`config.mk`:
```
export PLATFORM = sky130hd
export DESIGN_NAME = quantizer
export DESIGN_NICKNAME = d
export VERILOG_FILES = /design/src/rtl/quantizer_pkg.sv /design/src/rtl/quantizer_nicem_tersi_rom.sv /design/src/rtl/quantizer.sv
export SDC_FILE = /design/constraint.sdc
export NUM_CORES = 2
export LEC_CHECK = 0
export ABC_CLOCK_PERIOD_IN_PS = 9030
export CORE_MARGIN = 5
export CORE_UTILIZATION = 30
export CTS_BUF_LIST = sky130_fd_sc_hd__clkbuf_4
export DETAILED_ROUTE_END_ITERATION = 6
export GPL_ROUTABILITY_DRIVEN = 0
export GPL_TIMING_DRIVEN = 0
export MAX_ROUTING_LAYER = met4
export PLACE_DENSITY = 0.48
export REMOVE_ABC_BUFFERS = 1
export SETUP_SLACK_MARGIN = 0.3
export SLEW_MARGIN = 20
export SYNTH_ARGS = -nofsm -noshare
export SYNTH_HDL_FRONTEND = slang
export SYNTH_SLANG_ARGS = --single-unit
```
`constraint.sdc`:
```
create_clock -name clk_i -period 9.03 [get_ports clk_i]
set_input_delay 1.806 -clock clk_i [delete_from_list [all_inputs] [get_ports clk_i]]
set_output_delay 1.806 -clock clk_i [all_outputs]
set_load 0.02 [all_outputs]
```
`src/rtl/quantizer_pkg.sv`:
```
// quantizer_pkg
// Shared constants for the forward quantizer: data widths, block geometry,
// rounding shift, the Annex K quantization tables and the reciprocal helper
// used to build the ROM contents at elaboration time.
package quantizer_pkg;

    localparam int Q_BIT      = 32;
    localparam int Q_FRAC     = 16;
    localparam int HDATA_BIT  = 12;
    localparam int BLOCK_BIT  = 3;
    localparam int R_BIT      = 16;

    localparam int BLOCK_AREA  = 64;
    localparam int IDX_BIT     = 2 * BLOCK_BIT;
    localparam int CNT_BIT     = 7;

    // Reciprocals are scaled by 2^RECIP_SHIFT, and the coefficient carries
    // Q_FRAC fractional bits, so the product must be shifted by both.
    localparam int RECIP_SHIFT = 16;
    localparam int ROUND_SHIFT = RECIP_SHIFT + Q_FRAC;
    localparam int PROD_BIT    = Q_BIT + R_BIT + 1;

    typedef enum logic {
        TABLE_LUMA   = 1'b0,
        TABLE_CHROMA = 1'b1
    } table_sel_e;

    localparam int unsigned LUMA_Q [BLOCK_AREA] = '{
        16,  11,  10,  16,  24,  40,  51,  61,
        12,  12,  14,  19,  26,  58,  60,  55,
        14,  13,  16,  24,  40,  57,  69,  56,
        14,  17,  22,  29,  51,  87,  80,  62,
        18,  22,  37,  56,  68, 109, 103,  77,
        24,  35,  55,  64,  81, 104, 113,  92,
        49,  64,  78,  87, 103, 121, 120, 101,
        72,  92,  95,  98, 112, 100, 103,  99
    };

    localparam int unsigned CHROMA_Q [BLOCK_AREA] = '{
        17,  18,  24,  47,  99,  99,  99,  99,
        18,  21,  26,  66,  99,  99,  99,  99,
        24,  26,  56,  99,  99,  99,  99,  99,
        47,  66,  99,  99,  99,  99,  99,  99,
        99,  99,  99,  99,  99,  99,  99,  99,
        99,  99,  99,  99,  99,  99,  99,  99,
        99,  99,  99,  99,  99,  99,  99,  99,
        99,  99,  99,  99,  99,  99,  99,  99
    };

    // round(2^16 / q); no table entry produces an exact tie.
    function automatic logic [R_BIT-1:0] recip_of(input int unsigned q);
        return R_BIT'(((32'd1 << RECIP_SHIFT) + q / 2) / q);
    endfunction

endpackage

```
`src/rtl/quantizer_nicem_tersi_rom.sv`:
```
// quantizer_nicem_tersi_rom
// Combinational reciprocal ROM, 2 x 64 entries of R_BIT bits.
// Ports:
//   sec   - table select (0 luma, 1 chroma)
//   idx   - {row, col} position inside the 8x8 block
//   recip - round(65536 / Q) for the selected table entry
module quantizer_nicem_tersi_rom
    import quantizer_pkg::*;
(
    input  logic               sec,
    input  logic [IDX_BIT-1:0] idx,
    output logic [R_BIT-1:0]   recip
);

    logic [R_BIT-1:0] table_mem [2*BLOCK_AREA];

    // Contents are folded to constants at elaboration; no divider is built.
    for (genvar i = 0; i < BLOCK_AREA; i++) begin : g_entry
        localparam logic [R_BIT-1:0] LUMA_R   = recip_of(LUMA_Q[i]);
        localparam logic [R_BIT-1:0] CHROMA_R = recip_of(CHROMA_Q[i]);
        assign table_mem[i]              = LUMA_R;
        assign table_mem[BLOCK_AREA + i] = CHROMA_R;
    end

    assign recip = table_mem[{sec, idx}];

endmodule

```
`src/rtl/quantizer.sv`:
```
// quantizer
// Forward JPEG quantizer: coefficient * reciprocal, round half away from
// zero, symmetric saturation. Three-stage pipeline that advances as a whole.
// Ports:
//   clk_i, rst_i                      - clock, synchronous active-high reset
//   dct_veri_i / _row_i / _col_i      - signed Q16.16 coefficient and position
//   dct_tablo_sec_i                   - 0 luma, 1 chroma (sampled per block)
//   dct_veri_gecerli_i / dct_blok_son_i / dct_veri_hazir_o - input handshake
//   zig_veri_o / _row_o / _col_o      - quantized coefficient and position
//   zig_veri_gecerli_o / zig_blok_son_o / zig_veri_hazir_i - output handshake
//   blok_hata_o                       - sticky block-length error
module quantizer
    import quantizer_pkg::*;
(
    input  logic                        clk_i,
    input  logic                        rst_i,
    input  logic signed [Q_BIT-1:0]     dct_veri_i,
    input  logic [BLOCK_BIT-1:0]        dct_veri_row_i,
    input  logic [BLOCK_BIT-1:0]        dct_veri_col_i,
    input  logic                        dct_tablo_sec_i,
    input  logic                        dct_veri_gecerli_i,
    input  logic                        dct_blok_son_i,
    output logic                        dct_veri_hazir_o,
    output logic signed [HDATA_BIT-1:0] zig_veri_o,
    output logic [BLOCK_BIT-1:0]        zig_veri_row_o,
    output logic [BLOCK_BIT-1:0]        zig_veri_col_o,
    output logic                        zig_veri_gecerli_o,
    output logic                        zig_blok_son_o,
    input  logic                        zig_veri_hazir_i,
    output logic                        blok_hata_o
);

    localparam logic [CNT_BIT-1:0]   LAST_CNT    = CNT_BIT'(BLOCK_AREA - 1);
    localparam logic [PROD_BIT-1:0]  ROUND_HALF  = PROD_BIT'(1) << (ROUND_SHIFT - 1);
    localparam logic [HDATA_BIT-1:0] SAT_MAX     = HDATA_BIT'((1 << (HDATA_BIT - 1)) - 1);
    localparam logic [PROD_BIT-1:0]  SAT_MAX_EXT = PROD_BIT'(SAT_MAX);

    logic                en;
    logic                accept;
    logic [CNT_BIT-1:0]  coef_cnt;
    table_sel_e          table_sel_q;
    table_sel_e          table_sel_now;
    logic [R_BIT-1:0]    rom_recip;

    logic                       s1_valid;
    logic                       s1_last;
    logic signed [Q_BIT-1:0]    s1_coef;
    logic [R_BIT-1:0]           s1_recip;
    logic [BLOCK_BIT-1:0]       s1_row;
    logic [BLOCK_BIT-1:0]       s1_col;

    logic                       s2_valid;
    logic                       s2_last;
    logic signed [PROD_BIT-1:0] s2_prod;
    logic [BLOCK_BIT-1:0]       s2_row;
    logic [BLOCK_BIT-1:0]       s2_col;

    logic signed [PROD_BIT-1:0] coef_ext;
    logic signed [PROD_BIT-1:0] recip_ext;
    logic signed [PROD_BIT-1:0] product;
    logic [PROD_BIT-1:0]        prod_mag;
    logic [PROD_BIT-1:0]        rounded;
    logic [HDATA_BIT-1:0]       mag_sat;
    logic signed [HDATA_BIT-1:0] s3_value;

    // One enable for the whole pipe: a stalled output freezes every stage,
    // so ready never depends on input valid.
    assign en               = !zig_veri_gecerli_o || zig_veri_hazir_i;
    assign dct_veri_hazir_o = en;
    assign accept           = dct_veri_gecerli_i && en;

    // The first coefficient of a block uses the live select; the rest use
    // the value latched with it.
    assign table_sel_now = (coef_cnt == '0) ? table_sel_e'(dct_tablo_sec_i) : table_sel_q;

    quantizer_nicem_tersi_rom u_rom (
        .sec   (table_sel_now),
        .idx   ({dct_veri_row_i, dct_veri_col_i}),
        .recip (rom_recip)
    );

    // Block bookkeeping: counter, per-block table select, sticky error.
    always_ff @(posedge clk_i) begin
        if (rst_i) begin
            coef_cnt    <= '0;
            table_sel_q <= TABLE_LUMA;
            blok_hata_o <= 1'b0;
        end else if (accept) begin
            if (coef_cnt == '0) begin
                table_sel_q <= table_sel_now;
            end
            if (dct_blok_son_i) begin
                if (coef_cnt != LAST_CNT) begin
                    blok_hata_o <= 1'b1;
                end
                coef_cnt <= '0;
            end else if (coef_cnt == LAST_CNT) begin
                blok_hata_o <= 1'b1;
                coef_cnt    <= '0;
            end else begin
                coef_cnt <= coef_cnt + 1'b1;
            end
        end
    end

    // Signed multiply with the reciprocal treated as a non-negative value.
    always_comb begin
        coef_ext  = {{(PROD_BIT - Q_BIT){s1_coef[Q_BIT-1]}}, s1_coef};
        recip_ext = {{(PROD_BIT - R_BIT){1'b0}}, s1_recip};
        product   = coef_ext * recip_ext;
    end

    // Round on the magnitude so halves move away from zero, clamp to the
    // symmetric range, then restore the sign (negating 0 stays 0).
    always_comb begin
        prod_mag = s2_prod;
        if (s2_prod[PROD_BIT-1]) begin
            prod_mag = -s2_prod;
        end
        rounded = (prod_mag + ROUND_HALF) >> ROUND_SHIFT;
        mag_sat = rounded[HDATA_BIT-1:0];
        if (rounded > SAT_MAX_EXT) begin
            mag_sat = SAT_MAX;
        end
        s3_value = mag_sat;
        if (s2_prod[PROD_BIT-1]) begin
            s3_value = -mag_sat;
        end
    end

    // Pipeline registers: accept, multiply, round/saturate into the outputs.
    always_ff @(posedge clk_i) begin
        if (rst_i) begin
            s1_valid           <= 1'b0;
            s1_last            <= 1'b0;
            s1_coef            <= '0;
            s1_recip           <= '0;
            s1_row             <= '0;
            s1_col             <= '0;
            s2_valid           <= 1'b0;
            s2_last            <= 1'b0;
            s2_prod            <= '0;
            s2_row             <= '0;
            s2_col             <= '0;
            zig_veri_gecerli_o <= 1'b0;
            zig_blok_son_o     <= 1'b0;
            zig_veri_o         <= '0;
            zig_veri_row_o     <= '0;
            zig_veri_col_o     <= '0;
        end else if (en) begin
            s1_valid           <= dct_veri_gecerli_i;
            s1_last            <= dct_veri_gecerli_i && dct_blok_son_i;
            s1_coef            <= dct_veri_i;
            s1_recip           <= rom_recip;
            s1_row             <= dct_veri_row_i;
            s1_col             <= dct_veri_col_i;
            s2_valid           <= s1_valid;
            s2_last            <= s1_valid && s1_last;
            s2_prod            <= product;
            s2_row             <= s1_row;
            s2_col             <= s1_col;
            zig_veri_gecerli_o <= s2_valid;
            zig_blok_son_o     <= s2_valid && s2_last;
            zig_veri_o         <= s3_value;
            zig_veri_row_o     <= s2_row;
            zig_veri_col_o     <= s2_col;
        end
    end

endmodule

```
==> impl_table.tex <==
\begin{tabular}{lr}
\hline
Metric & Value \\
\hline
\multicolumn{2}{l}{\textbf{Clock tree}} \\
Root Driver & clkbuf\_4 \\
Cts hold-fix bufs & 0 \\
Clock input transition at the sequential cells of the worst setup and hold paths & 150 ps \\
Latest clock arrival within the worst-skew pair & 730 ps \\
Clock buffers created by TritonCTS & 17 \\
Number of buffers added for setup after CTS & 0 \\
TritonCTS clock tree & yes \\
Count of instances resized after the clock tree is built & 0 \\
Bufs on Longest Clock Path & 2 \\
Number of levels in the clock H-tree & 4 \\
Clock tree sinks & 139 \\
\multicolumn{2}{l}{\textbf{Pwr}} \\
Part of the power in registers & 0.251 \\
Switching part of the total power & 0.498 \\
Power density over the cells & 153 mW/mm2 \\
Part of the total power dissipated in combinational logic & 0.627 \\
Static Leak & 0.0118 uW \\
Cell-internal power & 1950 uW \\
Net switching component of the power & 1930 uW \\
Overall power consumption & 3880 uW \\
Clock network fraction of total power & 0.122 \\
Peak supply drop & 0.0989 mV \\
\multicolumn{2}{l}{\textbf{Critical path}} \\
Element type at the critical path end & flop \\
Worst path cell trace & nand2\_1, fa\_1, fa\_1, fa\_1, inv\_1, fa\_1, fa\_1, inv\_1, fa\_1, inv\_1, ha\_1, a21o\_1, a21oi\_1, o211ai\_1, a2111o\_1, o211ai\_1, nor3b\_1, o21ai\_0, a21oi\_1, nor2\_1, mux2i\_1, a311o\_1 \\
Type of the worst setup path & reg2reg \\
Stage delay of the slowest cell on the critical path & 840 ps \\
Arrival time at the worst endpoint & 8010 ps \\
CP dominant cell by count & fa\_1 \\
Worst Path Required & 9650 ps \\
Reg-to-Reg Start & s1\_coef[14] \\
Slowest cell on the critical path & dfxtp\_1 \\
Cell class contributing the biggest share of worst-path delay & adder cells \\
Depth of the worst register-to-register path & 22 \\
Crit path buffers/inverters & 3 \\
Endpoint of the most critical register-to-register path & s2\_prod[41] \\
Worst reg2reg setup slack & 1640 ps \\
Highest fanout seen on the critical path & 14 \\
Startpoint Class & flop \\
\multicolumn{2}{l}{\textbf{Final layout}} \\
Highest-count cells in the layout ignoring fill and taps & inv\_1 (524), nand2\_1 (493), fa\_1 (386), and2\_1 (192), a21oi\_1 (175) \\
\# fillers & 8241 \\
Layout Cells excl Fill & 3850 \\
Proportion of layout cells with a drive suffix above 1 & 0.0363 \\
Most frequent standard cell in the layout excluding fill and tap cells & inv\_1 \\
NumNets Final & 3382 \\
Area overhead of the layout relative to synthesis & 8.75\% \\
\multicolumn{2}{l}{\textbf{Detailed routing}} \\
Average wire per cell in the routed design & 16.0 um \\
Via density per instance & 4.73 \\
Number of remaining DRC errors & 0 \\
Pre-antenna DRT Iters & 5 \\
Wire length reported by the detailed router & 61600 um \\
Antenna-violating nets left & 0 \\
DR iter-0 viols & 865 \\
Vias & 18200 \\
\multicolumn{2}{l}{\textbf{Timing}} \\
Max-slew headroom & 0.312 \\
Final worst-path cycle share & 0.818 \\
Maximum operating frequency & 135 MHz \\
Worst hold margin & 464 ps \\
Hold Fails Final Rpt & 0 \\
Tmin final & 7390 ps \\
Transition at the pin with the smallest max-transition slack & 1000 ps \\
Slew Viols, Final & 0 \\
Unrepaired setup endpoints after global routing & no \\
Setup TNS after final layout & 0 ps \\
Final clock skew & 31.3 ps \\
Number of failing setup endpoints in the final timing report & 0 \\
\multicolumn{2}{l}{\textbf{Global routing}} \\
Total congestion overflow after global routing & 0 \\
Aggregate global-route resource usage & 0.159 \\
First-pass GRT wire length & 105000 um \\
Antenna violations before repair & 2 \\
Maximum number of pins on one net before global-route repair & 97 \\
Number of global-route vias before repair & 19500 \\
\multicolumn{2}{l}{\textbf{Floorplan}} \\
Die Ht & 289 um \\
Core footprint & 0.0772 mm2 \\
Number of top-level design ports & 66 \\
Number of placement rows & 102 \\
Overall die area & 0.0833 mm2 \\
Effective utilization at floorplan & 0.302 \\
Die outline width & 289 um \\
\multicolumn{2}{l}{\textbf{Synthesis}} \\
Synth Area per Inst & 8.12 um2 \\
Portion of the post-synthesis area used by sequential elements & 0.120 \\
Number of register bits inferred by synthesis & 139 \\
Number of flops mapped to enable cells by yosys & 0 \\
Cell count after synthesis & 2868 \\
Fraction of registers with async set/reset & 0 \\
Most used flip-flop cell after synthesis & dfxtp\_1 \\
Number of library cell types mapped by synthesis & 78 \\
Synthesized cell area & 0.0233 mm2 \\
Total of warnings raised by yosys & 0 \\
\multicolumn{2}{l}{\textbf{Flow run}} \\
Number of max-cap violations & 0 \\
\multicolumn{2}{l}{\textbf{Placed design}} \\
Number of placed cells counting well taps & 3817 \\
Number of input and output port buffers inserted & 65 \\
Detail Placement HPWL & 47700 um \\
\multicolumn{2}{l}{\textbf{Status}} \\
Outcome & finished clean \\
\multicolumn{2}{l}{\textbf{Min path}} \\
Startpoint of the worst hold path & zig\_veri\_row\_o[2] \\
Hold worst-path end & zig\_veri\_row\_o[2] \\
Tightest Hold Check Type & reg2reg \\
Cell count of the worst hold path & 2 \\
\hline
\end{tabular}
[logic make-up (layout without fill, tap and decap cells)]
group,count (synthesis),after routing,synth area share
AOI/OAI and AO/OA,463,463,0.127
xor gates and xnor gates,65,65,0.0244
DFF,139,139,0.120
adders and majority gates,542,542,0.416
muxes,16,16,0.00774
and+or+nand+nor,941,941,0.192
buffers and inverters,702,643,0.114
other,0,1,0
[layer usage]
| metal | vias to the layer above | GRT usage | part of all wire |
|---|---|---|---|
| met5 | - | - | 0 |
| li1 | 8838 | - | - |
| met1 | 9036 | 0.201 | 0.46 |
| met3 | 74 | 0.0199 | 0.028 |
| met2 | 270 | 0.275 | 0.50 |
| met4 | 0 | 0.0374 | 0.017 |
[Yosys cell counts, drive strengths merged (4+ instances only)]
cell type	n	area, um2
a2111o	4	45.0
a2111oi	4	35.0
a211oi	23	183
a21boi	4	30.0
a21o	31	233
a21oi	177	893
a221oi	4	41.3
a22oi	4	30.0
a311oi	13	120
a31oi	16	100
and2	192	1200
and3	8	50.1
and4	9	78.8
buf	22	96.3
clkbuf	154	578
dfxtp	139	2780
fa	386	7730
ha	156	1950
inv	525	1970
mux2	6	67.6
mux2i	9	90.1
nand2	493	1850
nand2b	16	108
nand3	28	145
nand3b	4	30.0
nand4	16	106
nor2	92	345
nor2b	17	106
nor3	27	140
nor3b	7	52.6
nor4	13	131
o2111ai	4	35.0
o211ai	21	158
o21a	14	105
o21ai	83	415
o21bai	7	52.6
o221ai	8	70.1
o22ai	8	50.1
o31a	4	35.0
o31ai	10	88.8
or3	11	68.8
xnor2	35	307
xor2	30	263
[power by group through the flow]
| stage | Clock, uW | Combinational (uW) | Sequential, uW |
|---|---|---|---|
| after floorplan | 0 | 1790 | 942 |
| after global placement | 0 | 2410 | 1030 |
| after detailed placement | 0 | 2450 | 991 |
| after CTS | 510 | 2480 | 977 |
| after global routing | 525 | 2820 | 1000 |
| final | 474 | 2430 | 973 |
[tightest hold or removal path, cell delays in order (launching register included)]
cell	delay, ps
dfxtp_1	340
nand2_1	50
a21oi_1	50
[area by class of cell]
| cell class | instances | area, um2 | share of cell area |
|---|---|---|---|
| multi-input combinational | 2027 | 17900 | 0.705 |
| clock inverter | 14 | 144 | 0.00568 |
| timing repair buffer | 85 | 1100 | 0.0433 |
| antenna | 1 | 2.50 | 0.0000988 |
| clock buffer | 18 | 135 | 0.00534 |
| tap | 1040 | 1300 | 0.0514 |
| sequential | 139 | 2800 | 0.111 |
| inverter | 526 | 1980 | 0.0783 |
[state kept, by name, summed over array words and instances, names as in the netlist]
register and flops:
s2_prod 49, s1_coef 32, s1_recip 13, zig_veri_o 12, coef_cnt 7, s1_col 3
s1_row 3, s2_col 3, s2_row 3, zig_veri_col_o 3, zig_veri_row_o 3, blok_hata_o 1
s1_last 1, s1_valid 1, s2_last 1, s2_valid 1, table_sel_q 1, zig_blok_son_o 1
zig_veri_gecerli_o 1
[metrics by stage]
| stage | area, um2 | utilization | worst slack [ps] |
|---|---|---|---|
| detailed placement | 25000 | 0.324 | 1640 |
| finish | 25300 | 0.328 | 1640 |
| floorplan | 22600 | - | -2570 |
| CTS | 25300 | 0.328 | 1600 |
| global placement | 24600 | 0.318 | -14600 |
| global route | 25300 | 0.328 | 1230 |
[worst max-delay path by stage]
stage / start / to / slack (ps) / cells past startpoint
detailed placement: s1_coef[14] / s2_prod[41] / 1640 / 22
global route: s1_coef[14] / s2_prod[41] / 1230 / 22
CTS: s1_recip[7] / s2_prod[41] / 1600 / 23
floorplan: zig_veri_hazir_i / dct_veri_hazir_o / -2570 / 2
global placement: zig_veri_hazir_i / dct_veri_hazir_o / -14600 / 4
finish: s1_coef[14] / s2_prod[41] / 1640 / 22
No activity file was read; power rests on OpenSTA's default activity.
